==> src/rtl/alu_rr_scheduler_pkg.sv <==
// -----------------------------------------------------------------------------
// alu_sched_pkg
// Shared types and constants for the round-robin ALU scheduler.
//   sched_state_e : FSM state encoding (IDLE, EXEC, RESP)
//   OP_SUB        : subtract opcode of the shared ALU (used by requesters)
//   id_width()    : width of a requester index, never less than 1 bit
//   ID_W          : requester index width for the default requester count
// -----------------------------------------------------------------------------
package alu_sched_pkg;

  typedef enum logic [1:0] {
    ST_IDLE = 2'b00,
    ST_EXEC = 2'b01,
    ST_RESP = 2'b10
  } sched_state_e;

  localparam logic [2:0] OP_SUB = 3'b001;

  localparam int DEFAULT_NUM_REQ = 4;

  // A single requester still needs a 1-bit index so vectors stay legal.
  function automatic int id_width(input int n);
    if (n > 1) begin
      return $clog2(n);
    end else begin
      return 1;
    end
  endfunction

  localparam int ID_W = id_width(DEFAULT_NUM_REQ);

endpackage

==> src/rtl/alu_rr_scheduler_if.sv <==
// -----------------------------------------------------------------------------
// alu_rr_scheduler_if
// Requester-facing request/response bus of the ALU scheduler.
//   req_valid/req_ready   : per-requester request handshake
//   req_a/req_b           : operands, requester i at [i*WIDTH +: WIDTH]
//   req_op                : opcode, requester i at [i*OPW +: OPW]
//   resp_valid/resp_ready : per-requester response handshake (valid is one-hot)
//   resp_result           : shared result bus
// Modports: master = requester side, slave = scheduler side.
// -----------------------------------------------------------------------------
interface alu_rr_scheduler_if #(
  parameter int NUM_REQ = 4,
  parameter int WIDTH   = 32,
  parameter int OPW     = 3
);

  logic [NUM_REQ-1:0]       req_valid;
  logic [NUM_REQ-1:0]       req_ready;
  logic [NUM_REQ*WIDTH-1:0] req_a;
  logic [NUM_REQ*WIDTH-1:0] req_b;
  logic [NUM_REQ*OPW-1:0]   req_op;
  logic [NUM_REQ-1:0]       resp_valid;
  logic [NUM_REQ-1:0]       resp_ready;
  logic [WIDTH-1:0]         resp_result;

  modport master (
    output req_valid, req_a, req_b, req_op, resp_ready,
    input  req_ready, resp_valid, resp_result
  );

  modport slave (
    input  req_valid, req_a, req_b, req_op, resp_ready,
    output req_ready, resp_valid, resp_result
  );

endinterface

==> src/rtl/alu_rr_scheduler_arbiter.sv <==
// -----------------------------------------------------------------------------
// alu_rr_arbiter
// Combinational pointer-based round-robin pick: the first set request found
// searching upward from rr_ptr_i, wrapping modulo NUM_REQ.
//   req_i     : request vector
//   rr_ptr_i  : highest-priority requester index
//   gnt_oh_o  : one-hot grant (all zero when nothing requests)
//   gnt_idx_o : encoded grant index (0 when nothing requests)
//   any_gnt_o : at least one request present
// -----------------------------------------------------------------------------
module alu_rr_arbiter
  import alu_sched_pkg::*;
#(
  parameter  int NUM_REQ = 4,
  localparam int IDW     = id_width(NUM_REQ)
) (
  input  logic [NUM_REQ-1:0] req_i,
  input  logic [IDW-1:0]     rr_ptr_i,
  output logic [NUM_REQ-1:0] gnt_oh_o,
  output logic [IDW-1:0]     gnt_idx_o,
  output logic               any_gnt_o
);

  logic [IDW:0]   sum_s;
  logic [IDW-1:0] idx_s;
  logic           hit_s;

  // Scan candidates in priority order; the first hit wins and later hits are ignored.
  always_comb begin
    sum_s     = '0;
    idx_s     = '0;
    hit_s     = 1'b0;
    gnt_idx_o = '0;
    any_gnt_o = 1'b0;
    for (int k = 0; k < NUM_REQ; k++) begin
      sum_s     = {1'b0, rr_ptr_i} + (IDW+1)'(k);
      // One conditional subtract is enough: pointer and offset are both < NUM_REQ.
      sum_s     = (sum_s >= (IDW+1)'(NUM_REQ)) ? (sum_s - (IDW+1)'(NUM_REQ)) : sum_s;
      idx_s     = sum_s[IDW-1:0];
      hit_s     = req_i[idx_s] & ~any_gnt_o;
      gnt_idx_o = hit_s ? idx_s : gnt_idx_o;
      any_gnt_o = any_gnt_o | req_i[idx_s];
    end
  end

  // Expand the encoded winner into a one-hot grant.
  always_comb begin
    gnt_oh_o            = '0;
    gnt_oh_o[gnt_idx_o] = any_gnt_o;
  end

endmodule

==> src/rtl/alu_rr_scheduler.sv <==
// -----------------------------------------------------------------------------
// alu_rr_scheduler
// Shares one combinational ALU between NUM_REQ requesters. A round-robin pick
// in IDLE captures the winner's operands into the ALU input registers, EXEC
// registers the ALU result, RESP presents it to the owner until accepted.
//   clk, rst_n     : clock, asynchronous active-low reset
//   bus            : requester request/response bus (slave side)
//   alu_a_o/b_o    : registered operands to the ALU
//   alu_opcode_o   : registered opcode to the ALU (passed through untouched)
//   alu_result_i   : combinational ALU result
//   busy_o         : high whenever the FSM is not in IDLE
// -----------------------------------------------------------------------------
module alu_rr_scheduler
  import alu_sched_pkg::*;
#(
  parameter int NUM_REQ = 4,
  parameter int WIDTH   = 32,
  parameter int OPW     = 3
) (
  input  logic                 clk,
  input  logic                 rst_n,
  alu_rr_scheduler_if.slave    bus,
  output logic [WIDTH-1:0]     alu_a_o,
  output logic [WIDTH-1:0]     alu_b_o,
  output logic [OPW-1:0]       alu_opcode_o,
  input  logic [WIDTH-1:0]     alu_result_i,
  output logic                 busy_o
);

  localparam int IDW = id_width(NUM_REQ);

  sched_state_e        state_q;
  logic [IDW-1:0]      rr_ptr_q;
  logic [IDW-1:0]      rr_ptr_d;
  logic [IDW-1:0]      owner_id_q;
  logic [WIDTH-1:0]    alu_a_q;
  logic [WIDTH-1:0]    alu_b_q;
  logic [OPW-1:0]      alu_op_q;
  logic [WIDTH-1:0]    resp_result_q;
  logic [NUM_REQ-1:0]  resp_valid_q;
  logic                busy_q;

  logic [NUM_REQ-1:0]  gnt_oh_s;
  logic [IDW-1:0]      gnt_idx_s;
  logic                any_gnt_s;
  logic [NUM_REQ-1:0]  owner_oh_s;

  logic [WIDTH-1:0]    a_arr_s  [NUM_REQ];
  logic [WIDTH-1:0]    b_arr_s  [NUM_REQ];
  logic [OPW-1:0]      op_arr_s [NUM_REQ];

  for (genvar gi = 0; gi < NUM_REQ; gi++) begin : g_unpack
    assign a_arr_s[gi]  = bus.req_a[gi*WIDTH +: WIDTH];
    assign b_arr_s[gi]  = bus.req_b[gi*WIDTH +: WIDTH];
    assign op_arr_s[gi] = bus.req_op[gi*OPW +: OPW];
  end

  alu_rr_arbiter #(
    .NUM_REQ (NUM_REQ)
  ) u_arb (
    .req_i     (bus.req_valid),
    .rr_ptr_i  (rr_ptr_q),
    .gnt_oh_o  (gnt_oh_s),
    .gnt_idx_o (gnt_idx_s),
    .any_gnt_o (any_gnt_s)
  );

  // The winner just served drops to lowest priority.
  assign rr_ptr_d = (gnt_idx_s == IDW'(NUM_REQ-1)) ? '0 : (gnt_idx_s + IDW'(1));

  // One-hot view of the current owner for the response valid.
  always_comb begin
    owner_oh_s             = '0;
    owner_oh_s[owner_id_q] = 1'b1;
  end

  // Acceptance is only offered in IDLE; gating on rst_n keeps ready low while reset is held.
  assign bus.req_ready = (rst_n && (state_q == ST_IDLE)) ? gnt_oh_s : '0;

  // Scheduler FSM with registered ALU inputs, result, response valid and busy.
  always_ff @(posedge clk or negedge rst_n) begin
    if (!rst_n) begin
      state_q       <= ST_IDLE;
      rr_ptr_q      <= '0;
      owner_id_q    <= '0;
      alu_a_q       <= '0;
      alu_b_q       <= '0;
      alu_op_q      <= '0;
      resp_result_q <= '0;
      resp_valid_q  <= '0;
      busy_q        <= 1'b0;
    end else begin
      case (state_q)
        ST_IDLE: begin
          // Any grant is by construction a valid&ready handshake.
          if (any_gnt_s) begin
            alu_a_q    <= a_arr_s[gnt_idx_s];
            alu_b_q    <= b_arr_s[gnt_idx_s];
            alu_op_q   <= op_arr_s[gnt_idx_s];
            owner_id_q <= gnt_idx_s;
            rr_ptr_q   <= rr_ptr_d;
            busy_q     <= 1'b1;
            state_q    <= ST_EXEC;
          end
        end
        ST_EXEC: begin
          resp_result_q <= alu_result_i;
          resp_valid_q  <= owner_oh_s;
          state_q       <= ST_RESP;
        end
        ST_RESP: begin
          // Only the owner's ready bit completes the response.
          if (bus.resp_ready[owner_id_q]) begin
            resp_valid_q <= '0;
            busy_q       <= 1'b0;
            state_q      <= ST_IDLE;
          end
        end
        default: begin
          resp_valid_q <= '0;
          busy_q       <= 1'b0;
          state_q      <= ST_IDLE;
        end
      endcase
    end
  end

  assign alu_a_o         = alu_a_q;
  assign alu_b_o         = alu_b_q;
  assign alu_opcode_o    = alu_op_q;
  assign bus.resp_valid  = resp_valid_q;
  assign bus.resp_result = resp_result_q;
  assign busy_o          = busy_q;

endmodule

==> src/flat_wrapper.sv <==
// flat-port wrapper written by rule: the top's interface ports become plain ports
module alu_rr_scheduler_flat import alu_sched_pkg::*;
#(
  parameter int NUM_REQ = 4,
  parameter int WIDTH   = 32,
  parameter int OPW     = 3
)
  (clk, rst_n, alu_a_o, alu_b_o, alu_opcode_o, alu_result_i, busy_o, bus_req_valid, bus_req_a, bus_req_b, bus_req_op, bus_resp_ready, bus_req_ready, bus_resp_valid, bus_resp_result);
  alu_rr_scheduler_if #(.NUM_REQ(NUM_REQ), .WIDTH(WIDTH), .OPW(OPW)) bus_i ();
  input  logic clk;
  input  logic rst_n;
  output logic [WIDTH-1:0] alu_a_o;
  output logic [WIDTH-1:0] alu_b_o;
  output logic [OPW-1:0] alu_opcode_o;
  input  logic [WIDTH-1:0] alu_result_i;
  output logic busy_o;
  input wire logic [$bits(bus_i.req_valid)-1:0] bus_req_valid;
  input wire logic [$bits(bus_i.req_a)-1:0] bus_req_a;
  input wire logic [$bits(bus_i.req_b)-1:0] bus_req_b;
  input wire logic [$bits(bus_i.req_op)-1:0] bus_req_op;
  input wire logic [$bits(bus_i.resp_ready)-1:0] bus_resp_ready;
  output wire logic [$bits(bus_i.req_ready)-1:0] bus_req_ready;
  output wire logic [$bits(bus_i.resp_valid)-1:0] bus_resp_valid;
  output wire logic [$bits(bus_i.resp_result)-1:0] bus_resp_result;
  assign bus_i.req_valid = bus_req_valid;
  assign bus_i.req_a = bus_req_a;
  assign bus_i.req_b = bus_req_b;
  assign bus_i.req_op = bus_req_op;
  assign bus_i.resp_ready = bus_resp_ready;
  assign bus_req_ready = bus_i.req_ready;
  assign bus_resp_valid = bus_i.resp_valid;
  assign bus_resp_result = bus_i.resp_result;
  alu_rr_scheduler #(.NUM_REQ(NUM_REQ), .WIDTH(WIDTH), .OPW(OPW)) u_core (.clk(clk), .rst_n(rst_n), .bus(bus_i), .alu_a_o(alu_a_o), .alu_b_o(alu_b_o), .alu_opcode_o(alu_opcode_o), .alu_result_i(alu_result_i), .busy_o(busy_o));
endmodule
==> config.mk <==
export PLATFORM = sky130hd
export DESIGN_NAME = alu_rr_scheduler_flat
export DESIGN_NICKNAME = d
export VERILOG_FILES = /design/src/rtl/alu_rr_scheduler_pkg.sv /design/src/rtl/alu_rr_scheduler_if.sv /design/src/rtl/alu_rr_scheduler_arbiter.sv /design/src/rtl/alu_rr_scheduler.sv /design/src/flat_wrapper.sv
export SDC_FILE = /design/constraint.sdc
export NUM_CORES = 1
export LEC_CHECK = 0
export ABC_AREA = 1
export CAP_MARGIN = 20
export CELL_PAD_IN_SITES_DETAIL_PLACEMENT = 1
export CELL_PAD_IN_SITES_GLOBAL_PLACEMENT = 1
export CORE_UTILIZATION = 28
export CTS_BUF_LIST = sky130_fd_sc_hd__clkbuf_8
export CTS_CLUSTER_DIAMETER = 150
export CTS_CLUSTER_SIZE = 20
export DETAILED_ROUTE_END_ITERATION = 6
export PLACE_DENSITY = 0.84
export SETUP_SLACK_MARGIN = 0.5
export SYNTH_ARGS = -nofsm -noshare
export SYNTH_HDL_FRONTEND = slang
export SYNTH_SLANG_ARGS = --single-unit
==> constraint.sdc <==
create_clock -name clk -period 6.9 [get_ports clk]
set_clock_uncertainty 0.1 [all_clocks]
set_input_delay 1.035 -clock clk [delete_from_list [all_inputs] [get_ports clk]]
set_output_delay 1.035 -clock clk [all_outputs]
set_load 0.02 [all_outputs]
==> run_results.csv, run 1 <==
group,metric,value,unit
run_status,outcome,"finished clean",
clocking,worstSkewPairLatency,0.40,ns
hold_path,min-delay-path-class,"reg2reg",
die,io-pin-count,418,
synthesis,synth-seq-area-share,37.21,%
synthesis,synth.ff_latch_count,110,
clocking,cts-buffers-inserted,9,
setup_path,critical_path.max_stage_delay,0.62,ns
die,core,25980,sq um
die,design.die.area,27080,sq um
synthesis,netlist_top_cells_area,"sky130_fd_sc_hd__dfrtp_1 37%, sky130_fd_sc_hd__nand2_1 21%, sky130_fd_sc_hd__nand3_1 14%, sky130_fd_sc_hd__nand4_1 11%, sky130_fd_sc_hd__inv_1 7.5%",
power,netSwitchingPower,3.448,mW
setup_path,crit_path_dat,3.95,ns
final_layout,multi_input_comb_area,3677,sq um
setup_path,crit_buf_inv,6,
route,ant_nets,0,
setup_path,worstPathRequired,5.76,ns
global_routing,grt.overflow.total,0,
sta,final.setup.worst_slack,1.817,ns
placement,port_buffers,417,
final_layout,seq_area,2753,sq um
power,combinationalPowerShare,73.4,%
route,drt-vias-per-instance,5.106,
power,pwr_density_cell,512.2,nW/um^2
global_routing,antenna_found_initial,0,
setup_path,cp-end-kind,"output pin",
route,totalWireLength,35470,microns
clocking,cts_buffer_depth,2,
power,ir_worst_vdd,0.3591,mV
synthesis,synthDominantCellAreaShare,37.21,%
setup_path,timing_worst_setup_path_type,"in2out",
route,route.detailed.drc,0,
clocking,clock_sinks,110,
final_layout,final_cell_mix,"416 x sky130_fd_sc_hd__clkdlybuf4s50_1, 406 x sky130_fd_sc_hd__nand2_1, 211 x sky130_fd_sc_hd__nand3_1, 146 x sky130_fd_sc_hd__inv_1, 134 x sky130_fd_sc_hd__nand4_1",
power,clkPwrFrac,7.1,%
placement,place.gp.congestion,0.8552,
power,power_switching_share,56.47,%
die,fp.dieW,164.6,microns
synthesis,syn_inst,1139,
sta,headroom_to_the_max_slew_limit,39.02,%
clocking,post-cts-setup-buffer-count,0,
synthesis,cell_type_contributing_the_most_total_cell_area_after_synthesis,"sky130_fd_sc_hd__dfrtp_1",
final_layout,mostFrequentLayoutCell,"sky130_fd_sc_hd__clkdlybuf4s50_1",
power,p_leak,5.821,nW
global_routing,grt_max_degree,103,
sta,rsz_0062_raised_after_global_routing,"no",
synthesis,syn_avg_cell_area,6.495,sq um
route,wl_per_cell,19.40,microns
route,detail_route.iter0.violations,537,
synthesis,synth_cell_types,27,
die,placement_rows,59,
sta,tmin_final,5.083,ns
final_layout,nNetsFinal,1797,
clocking,clkTransAtPathRegs,0.13,ns
die,die_h,164.6,microns
clocking,cts_root_buf,"sky130_fd_sc_hd__clkbuf_8",
synthesis,synth.net_count,1450,
clocking,cts_tree,"built",
sta,final_worst_path_cycle_share,73.67,%
clocking,cts_repair_resize_count,0,
placement,placed_cells,1809,
job,cap_violations,0,
setup_path,cpMaxStageDelayCell,"sky130_fd_sc_hd__clkdlybuf4s50_1",
synthesis,syn-cell-area,7398,sq um
final_layout,post_route_cells_drive_above_1_share,3.018,%
sta,slew_viol_final,0,
clocking,holdBufCountCts,0,
route,via_count,9334,
sta,fin_tns_setup,0,ns
setup_path,critPathMaxFanout,45,
clocking,cts_max_level,3,
final_layout,syn2layout_area_growth,61.10,%
synthesis,yosysWarningCount,0,
final_layout,fin_util,45.87,%
global_routing,wire_length_of_the_first_global_routing_pass,52830,microns
sta,report.final.setup_viol,0,
sta,fmax,0.1967,GHz
setup_path,timing.critical_path.max_delay_family,"buffers and inverters",
setup_path,crit_path_cell_trace,"clkdlybuf4s50_1 > inv_1 > nand2_1 > nand3_1 > nand2_1 > inv_1 > nand3_4 > buf_4 > nand2_4 > inv_2 > nand3_1 > nor2_1 > clkdlybuf4s50_1",
power,share_seq_of_total_power,19.4,%
final_layout,fin_cells,1828,
placement,place_worst_setup_slack,1.826,ns
global_routing,globalRouteTotalUtil,25.49,%
sta,hold_violations,0,
placement,hpwlAfterDp,25300,microns
global_routing,via_count_of_the_first_global_routing_pass,9298,
final_layout,n_fill_cell,3281,
route,dr.pass1.iters,5,
sta,worst_pin_slew,0.9147,ns
die,initial_util,28.47,%
power,internal_power,2.658,mW
power,power.total,6.105,mW
setup_path,startpoint_class_of_the_critical_path,"input pin",
## final cells by class
| cell class | instances | share of cell area, % |
|---|---|---|
| multi-input cells | 785 | 30.85 |
| clock buffers | 9 | 1.039 |
| repair buffers | 430 | 35.99 |
| diodes | 2 | 0.04199 |
| clock inverters | 7 | 0.7243 |
| well taps | 335 | 3.517 |
| flip-flops and latches | 110 | 23.09 |
| inverters | 150 | 4.745 |
## per-layer routing
layer  vias up  GRT usage [%]  share of wire [%]  wire length, microns
met3        52          6.102                7.6                  2678
met5         -              0                  0                     0
met1      4523          30.14                 39                 13920
li1       4405              -                  -                     -
met4         0          9.466                2.7                   957
met2       354          44.48                 51                 17910
## power by group through the flow
stage	Clock [mW]	Sequential [mW]	Combinational [mW]
floorplan	0	1.52	2.51
global placement	0	1.18	4.38
detailed placement	0	1.20	4.49
CTS	0.450	1.19	4.50
global route	0.477	1.22	4.91
finish	0.435	1.19	4.48
## flip-flops by register name, summed over array words and instances, names as in the netlist
| signal | count |
|---|---|
| u_core.alu_a_o | 32 |
| u_core.alu_b_o | 32 |
| u_core.bus.resp_result | 32 |
| u_core.bus.resp_valid | 4 |
| u_core.alu_opcode_o | 3 |
| u_core.owner_id_q | 2 |
| u_core.rr_ptr_q | 2 |
| u_core.state_q | 2 |
| u_core.busy_o | 1 |
## worst paths after layout
path | start | cells past startpoint | end | slack [ns]
setup / recovery | bus_req_valid[1] | 13 | bus_req_ready[0] | 1.82
setup reg to reg | u_core.rr_ptr_q[0]$_DFFE_PN0P_ | 13 | u_core.alu_b_o[13]$_DFFE_PN0P_ | 2.75
min in group asynchronous | rst_n | 1 | u_core.bus.resp_result[23]$_DFFE_PN0P_ | 0.62
hold reg to reg | u_core.bus.resp_result[5]$_DFFE_PN0P_ | 2 | u_core.bus.resp_result[5]$_DFFE_PN0P_ | 0.39
max in group asynchronous | rst_n | 2 | u_core.alu_b_o[9]$_DFFE_PN0P_ | 4.77
hold / removal | u_core.bus.resp_result[5]$_DFFE_PN0P_ | 2 | u_core.bus.resp_result[5]$_DFFE_PN0P_ | 0.39
## kinds of logic (layout without fill, tap and decap cells)
group	after synthesis	in the layout	synth area share, %
compound gates	16	16	1.353
fa+ha+maj	1	1	0.1691
buf+inv	244	596	13.63
flops	110	110	37.21
other cells	0	2	0
simple gates	768	768	47.64
## worst reg2reg max path, delay by kind of cell, from the launching register on
kind          cells  cell delay (ns)
buf+inv           5             1.83
simple gates      8             1.50
flops             1             0.64
## cell usage after synthesis
cell                         n
sky130_fd_sc_hd__inv_1     147
sky130_fd_sc_hd__o21ai_0     7
sky130_fd_sc_hd__inv_2       2
sky130_fd_sc_hd__nand3_1   211
sky130_fd_sc_hd__buf_4       3
sky130_fd_sc_hd__buf_2      21
sky130_fd_sc_hd__nand2_2     3
sky130_fd_sc_hd__ha_1        1
sky130_fd_sc_hd__inv_4       1
sky130_fd_sc_hd__o21a_1      1
sky130_fd_sc_hd__nand4_1   134
sky130_fd_sc_hd__a311oi_1    1
sky130_fd_sc_hd__o21ai_1     1
sky130_fd_sc_hd__a31oi_1     1
sky130_fd_sc_hd__o31ai_1     4
sky130_fd_sc_hd__nor2_1      6
sky130_fd_sc_hd__nor2_4      1
sky130_fd_sc_hd__buf_1      11
sky130_fd_sc_hd__nor2_2      2
sky130_fd_sc_hd__buf_6       7
sky130_fd_sc_hd__nand3_2     3
sky130_fd_sc_hd__clkbuf_1   52
sky130_fd_sc_hd__o21bai_1    1
sky130_fd_sc_hd__nand2_1   406
sky130_fd_sc_hd__or2_2       1
sky130_fd_sc_hd__dfrtp_1   110
sky130_fd_sc_hd__nor3_1      1
## per-stage QoR
stage	cell area [sq um]	hold WS, ns
finish	11920	0.3911
global route	11910	0.4101
CTS	11890	0.3911
detailed placement	11680	0.3608
global placement	11680	0.3525
floorplan	7398	0.3975
No activity file was read; power rests on OpenSTA's default activity.
==> inputs of run 2 (changes only) <==
- CORE_UTILIZATION: 28 -> 24
- PLACE_DENSITY: 0.84 -> 0.76
- clock period: 6.9 -> 4.5 ns (I/O delays scaled with it)
==> run 2 against run 1 <==
Net effect:
- non-clock buffer count rose by 5
- design area rose by 0.97%
- critical path depth fell by 1
- clock-buffer cell count rose by 1
- register-to-register slack got worse by 1.6 ns
- clock power rose by 60%
- via count fell by 0.84%
- critical endpoint is now bus_req_ready[2]
==> run_results.csv, run 2 (synthesis results as in run 1) <==
group,metric,value,unit
route,ant_nets,0,
placement,port_buffers,417,
route,wl_per_cell,18.54,microns
hold_path,min-delay-path-class,"in2async",
clocking,cts_max_level,3,
placement,place.gp.congestion,0.8740,
clocking,worstSkewPairLatency,0.39,ns
global_routing,wire_length_of_the_first_global_routing_pass,53010,microns
placement,hpwlAfterDp,25250,microns
clocking,cts_tree,"built",
sta,worst_pin_slew,1.057,ns
final_layout,seq_area,2753,sq um
global_routing,grt_max_degree,135,
die,core,29950,sq um
die,initial_util,24.70,%
route,drt-vias-per-instance,4.908,
final_layout,mostFrequentLayoutCell,"sky130_fd_sc_hd__clkdlybuf4s50_1",
clocking,cts_buffer_depth,2,
die,fp.dieW,177.6,microns
sta,fmax,0.2694,GHz
final_layout,final_cell_mix,"415 x sky130_fd_sc_hd__clkdlybuf4s50_1, 406 x sky130_fd_sc_hd__nand2_1, 211 x sky130_fd_sc_hd__nand3_1, 146 x sky130_fd_sc_hd__inv_1, 134 x sky130_fd_sc_hd__nand4_1",
job,cap_violations,0,
final_layout,n_antenna_cell,0,
route,wirelength_met1,14440,microns
global_routing,globalRouteTotalUtil,21.69,%
final_layout,syn2layout_area_growth,62.66,%
sta,final_worst_path_cycle_share,82.50,%
final_layout,nNetsFinal,1802,
setup_path,cpMaxStageDelayCell,"sky130_fd_sc_hd__clkdlybuf4s50_1",
clocking,post-cts-setup-buffer-count,0,
power,p_leak,5.865,nW
sta,fin_tns_setup,0,ns
route,via_count,9256,
final_layout,post_route_cells_drive_above_1_share,3.342,%
setup_path,cp-end-kind,"output pin",
final_layout,n_fill_cell,3769,
setup_path,crit_path_cell_trace,"clkdlybuf4s50_1 > inv_1 > nand2_1 > nand3_1 > nand2_1 > inv_1 > nand3_4 > nand2_4 > clkinv_2 > nand3_1 > nor2_1 > clkdlybuf4s50_1",
global_routing,via_count_of_the_first_global_routing_pass,9414,
setup_path,crit_buf_inv,5,
sta,rsz_0062_raised_after_global_routing,"no",
setup_path,timing.critical_path.max_delay_family,"buffers and inverters",
global_routing,grt.overflow.total,0,
clocking,clock_sinks,110,
power,ir_worst_vdd,0.6384,mV
setup_path,critPathMaxFanout,6,
setup_path,crit_path_dat,2.94,ns
route,dr.pass1.iters,4,
global_routing,antenna_found_initial,0,
setup_path,ff2ff_path_depth,13,
sta,hold_violations,0,
final_layout,fin_util,40.18,%
route,route.detailed.drc,0,
clocking,cts-buffers-inserted,9,
power,pwr_density_cell,783.5,nW/um^2
die,io-pin-count,418,
setup_path,worstPathRequired,3.72,ns
final_layout,multi_input_comb_area,3677,sq um
setup_path,timing_worst_setup_path_type,"in2out",
sta,final_hold_slack,0.1635,ns
route,wl_met2,17170,microns
die,placement_rows,63,
die,design.die.area,31530,sq um
route,highest_layer,"met4",
clocking,cts_root_buf,"sky130_fd_sc_hd__clkbuf_8",
setup_path,setup.reg_to_reg.worst_slack,1.19,ns
run_status,outcome,"finished clean",
clocking,clkTransAtPathRegs,0.12,ns
setup_path,startpoint_class_of_the_critical_path,"input pin",
sta,report.final.setup_viol,0,
clocking,holdBufCountCts,0,
route,totalWireLength,34970,microns
sta,tmin_final,3.713,ns
die,die_h,177.6,microns
route,detail_route.iter0.violations,422,
setup_path,critical_path.max_stage_delay,0.67,ns
sta,slew_viol_final,0,
sta,headroom_to_the_max_slew_limit,29.35,%
setup_path,cp.depth,12,
route,routed-wl-met3,2750,microns
-- run 2: changes by cell type in the layout (fill, tap and decap cells not counted), moves of 2 or more --
cell and delta:
sky130_fd_sc_hd__buf_4 +4, sky130_fd_sc_hd__clkinv_8 -3, sky130_fd_sc_hd__buf_12 +2, sky130_fd_sc_hd__diode_2 -2
-- run 2: where the power goes --
part / switching, mW / internal, mW
clock network: 0.411 / 0.285
logic: 4.53 / 2.39
registers: 0.301 / 1.51
-- run 2: worst paths after layout --
kind | start | endpoint
setup / recovery | bus_req_valid[1] | bus_req_ready[2]
hold / removal | rst_n | u_core.alu_a_o[25]$_DFFE_PN0P_
setup reg to reg | u_core.rr_ptr_q[0]$_DFFE_PN0P_ | u_core.alu_a_o[3]$_DFFE_PN0P_
hold reg to reg | u_core.bus.resp_result[2]$_DFFE_PN0P_ | u_core.bus.resp_result[2]$_DFFE_PN0P_
max in group asynchronous | rst_n | u_core.alu_b_o[21]$_DFFE_PN0P_
min in group clk | u_core.bus.resp_result[2]$_DFFE_PN0P_ | u_core.bus.resp_result[2]$_DFFE_PN0P_
-- run 2: final cells by class --
class                      count  area share [%]
timing repair buffer         435           36.02
multi-input combinational    785           30.56
sequential                   110           22.87
inverter                     150           4.710
tap                          390           4.055
clock buffer                  10           1.144
clock inverter                 6          0.6446
-- run 2: stage by stage --
step / power, mW / cells / area, sq um / setup slack, ns
6_report: 9.428 / 1886 / 12030 / 0.7874
5_1_grt: 10.28 / 1886 / 12030 / 0.6190
4_1_cts: 9.558 / 1886 / 12030 / 0.6255
3_5_place_dp: 8.834 / 1870 / 11820 / 0.6507
3_3_place_gp: 8.661 / 1870 / 11820 / 0.6878
2_1_floorplan: 6.177 / 1139 / 7398 / 1.624
-- run 2: timing repair --
action,4_1_cts,5_1_grt
endpoints found under the setup margin,0,1
gates resized for setup,0,1
endpoints found under the hold margin,0,0
-- run 2: per-layer routing --
metal,GRT usage [%],vias up
met5,0,-
met4,5.484,0
met3,5.398,37
met2,38.18,342
met1,26.16,4466
li1,-,4411
==> inputs of run 3 (changes only) <==
- CORE_UTILIZATION: 24 -> 26
- PLACE_DENSITY: 0.76 -> 0.79
- clock period: 4.5 -> 3.54 ns (I/O delays scaled with it)
==> run 3 against run 2 <==
Net effect:
- flip-flop and latch count is the same
- power rose by 28%
- design area grew 0.42%
- non-clock buffer count rose by 7
- register-to-register slack got worse by 0.48 ns
- worst setup slack worse by 0.23 ns
- via count increased by 0.28%
- combinational power increased by 28%
- clock-buffer cell count is 1 lower
- global-route usage grew 2.0 points
- first-iteration DRC count decreased by 1.9%
==> run_results.csv, run 3 (synthesis results as in run 1) <==
group,metric,value,unit
clocking,clock_sinks,110,
power,pwr_density_cell,995.3,nW/um^2
final_layout,n_fill_cell,3501,
power,clkPwrFrac,7.3,%
route,wl_per_cell,18.81,microns
power,share_seq_of_total_power,19.1,%
global_routing,grt.overflow.total,0,
route,wl_met2,17870,microns
final_layout,fin_cells,1884,
sta,tmin_final,2.982,ns
route,highest_layer,"met4",
sta,headroom_to_the_max_slew_limit,23.84,%
clocking,cts_tree,"built",
route,detail_route.iter0.violations,414,
route,via_count,9282,
die,core,27860,sq um
final_layout,final_cell_mix,"412 x sky130_fd_sc_hd__clkdlybuf4s50_1, 406 x sky130_fd_sc_hd__nand2_1, 211 x sky130_fd_sc_hd__nand3_1, 146 x sky130_fd_sc_hd__inv_1, 134 x sky130_fd_sc_hd__nand4_1",
hold_path,min_from,"u_core.bus.resp_result[7]$_DFFE_PN0P_",
power,netSwitchingPower,6.657,mW
power,p_leak,5.883,nW
final_layout,syn2layout_area_growth,63.34,%
die,placement_rows,61,
sta,worst_pin_slew,1.142,ns
global_routing,via_count_of_the_first_global_routing_pass,9438,
setup_path,cp-startpoint,"bus_req_valid[1]",
sta,final_worst_path_cycle_share,84.22,%
setup_path,critPathMaxFanout,3,
final_layout,mostFrequentLayoutCell,"sky130_fd_sc_hd__clkdlybuf4s50_1",
sta,rsz_0062_raised_after_global_routing,"yes",
die,io-pin-count,418,
clocking,cts-buffers-inserted,9,
sta,slew_viol_final,0,
die,die_h,170.7,microns
hold_path,min-delay-path-class,"reg2reg",
power,ir_worst_vdd,0.8910,mV
global_routing,antenna_found_initial,2,
setup_path,regToRegStartpoint,"u_core.rr_ptr_q[1]$_DFFE_PN0P_",
power,power_switching_share,55.35,%
setup_path,cp-end-kind,"output pin",
setup_path,crit_path_dat,2.35,ns
global_routing,grt_max_degree,102,
clocking,worstSkewPairLatency,0.39,ns
sta,fmax,0.3354,GHz
placement,hpwlAfterDp,25920,microns
sta,report.final.setup_viol,0,
job,cap_violations,0,
sta,fin_tns_setup,0,ns
clocking,cts_buffer_depth,2,
route,dr.pass1.iters,4,
sta,hold_violations,0,
setup_path,startpoint_class_of_the_critical_path,"input pin",
power,combinationalPowerShare,73.6,%
route,wirelength_met1,13910,microns
setup_path,timing_worst_setup_path_type,"in2out",
route,totalWireLength,35440,microns
die,fp.dieW,170.7,microns
run_status,outcome,"finished clean",
clocking,cts_max_level,3,
placement,place.gp.congestion,0.8857,
route,routed-wl-met3,2941,microns
placement,port_buffers,417,
power,internal_power,5.370,mW
global_routing,globalRouteTotalUtil,23.68,%
placement,placed_cells,1861,
final_layout,post_route_cells_drive_above_1_share,4.125,%
clocking,cts_root_buf,"sky130_fd_sc_hd__clkbuf_8",
setup_path,worstPathRequired,2.91,ns
route,drt-vias-per-instance,4.927,
global_routing,wire_length_of_the_first_global_routing_pass,53300,microns
route,route.detailed.drc,0,
die,initial_util,26.56,%
die,design.die.area,29130,sq um
final_layout,nNetsFinal,1809,
clocking,clkTransAtPathRegs,0.11,ns
route,ant_nets,0,
==> run 3: changes by cell type in the layout (fill, tap and decap cells not counted), moves of 3 or more <==
cell,before,now
sky130_fd_sc_hd__diode_2,0,3
sky130_fd_sc_hd__clkbuf_2,0,3
sky130_fd_sc_hd__clkdlybuf4s50_1,415,412
sky130_fd_sc_hd__buf_4,17,21
==> run 3: worst max-delay path, stage by stage <==
cell                              delay, ns
sky130_fd_sc_hd__clkdlybuf4s50_1       0.42
sky130_fd_sc_hd__inv_1                 0.08
sky130_fd_sc_hd__nand2_1               0.08
sky130_fd_sc_hd__nand3_1               0.11
sky130_fd_sc_hd__nand2_1               0.12
sky130_fd_sc_hd__nor2_4                0.18
sky130_fd_sc_hd__nand2_1               0.08
sky130_fd_sc_hd__nor2_2                0.14
sky130_fd_sc_hd__nor2_4                0.06
sky130_fd_sc_hd__inv_1                 0.07
sky130_fd_sc_hd__ha_1                  0.15
sky130_fd_sc_hd__nand2_1               0.05
sky130_fd_sc_hd__nor2_1                0.09
sky130_fd_sc_hd__clkbuf_2              0.18
==> run 3: worst paths after layout <==
path                                                           to  slack (ns)  depth (start not counted)
setup / recovery                                 bus_req_ready[3]        0.56                         14
min in group asynchronous  u_core.bus.resp_result[22]$_DFFE_PN0P_        0.56                          2
setup reg to reg               u_core.alu_opcode_o[1]$_DFFE_PN0P_        0.71                         14
hold / removal              u_core.bus.resp_result[7]$_DFFE_PN0P_        0.39                          2
max in group asynchronous          u_core.alu_b_o[29]$_DFFE_PN0P_        1.55                          3
hold reg to reg             u_core.bus.resp_result[7]$_DFFE_PN0P_        0.39                          2
==> run 3: cell type report <==
class	instances	area, sq um	share of cell area, %
flip-flops and latches	110	2754	22.79
clock inverters	7	91.34	0.7558
repair buffers	442	4389	36.32
well taps	378	473.0	3.914
multi-input cells	785	3680	30.45
diodes	3	7.507	0.06212
inverters	150	565.5	4.680
clock buffers	9	123.9	1.025
==> run 3: power groups by stage <==
| stage | clock [mW] | combinational (mW) | sequential [mW] |
|---|---|---|---|
| 2_1_floorplan | 0 | 4.89 | 2.96 |
| 3_3_place_gp | 0 | 8.73 | 2.30 |
| 3_5_place_dp | 0 | 8.90 | 2.34 |
| 4_1_cts | 0.910 | 8.95 | 2.31 |
| 5_1_grt | 0.944 | 9.74 | 2.37 |
| 6_report | 0.874 | 8.85 | 2.30 |
==> run 3: per-stage QoR <==
stage	worst slack [ns]	util (%)	instance area, sq um	power [mW]	hold slack (ns)
after global placement	0.1238	42.47	11830	11.04	0.3529
after floorplan	0.9337	-	7398	7.852	0.1354
after detailed placement	0.05131	42.47	11830	11.24	0.3655
after CTS	0.3455	43.36	12080	12.16	0.3918
after global routing	0.4281	43.37	12080	13.06	0.4067
final	0.5585	43.38	12080	12.03	0.3859
==> run 3: routing by layer <==
metal	up-vias	GRT usage, %
met1	4476	27.27
met2	351	42.08
met4	0	7.677
li1	4421	-
met3	34	6.523
met5	-	0
==> run 3: repair_timing <==
| item | CTS | global route |
|---|---|---|
| hold buffers | 1 | 0 |
| cloned | 0 | 0 |
| endpoints found under the setup margin | 6 | 24 |
| pin swaps | 0 | 0 |
| hold endpoints to repair | 26 | 0 |
| buffers inserted | 3 | 0 |
| resized for setup | 8 | 9 |
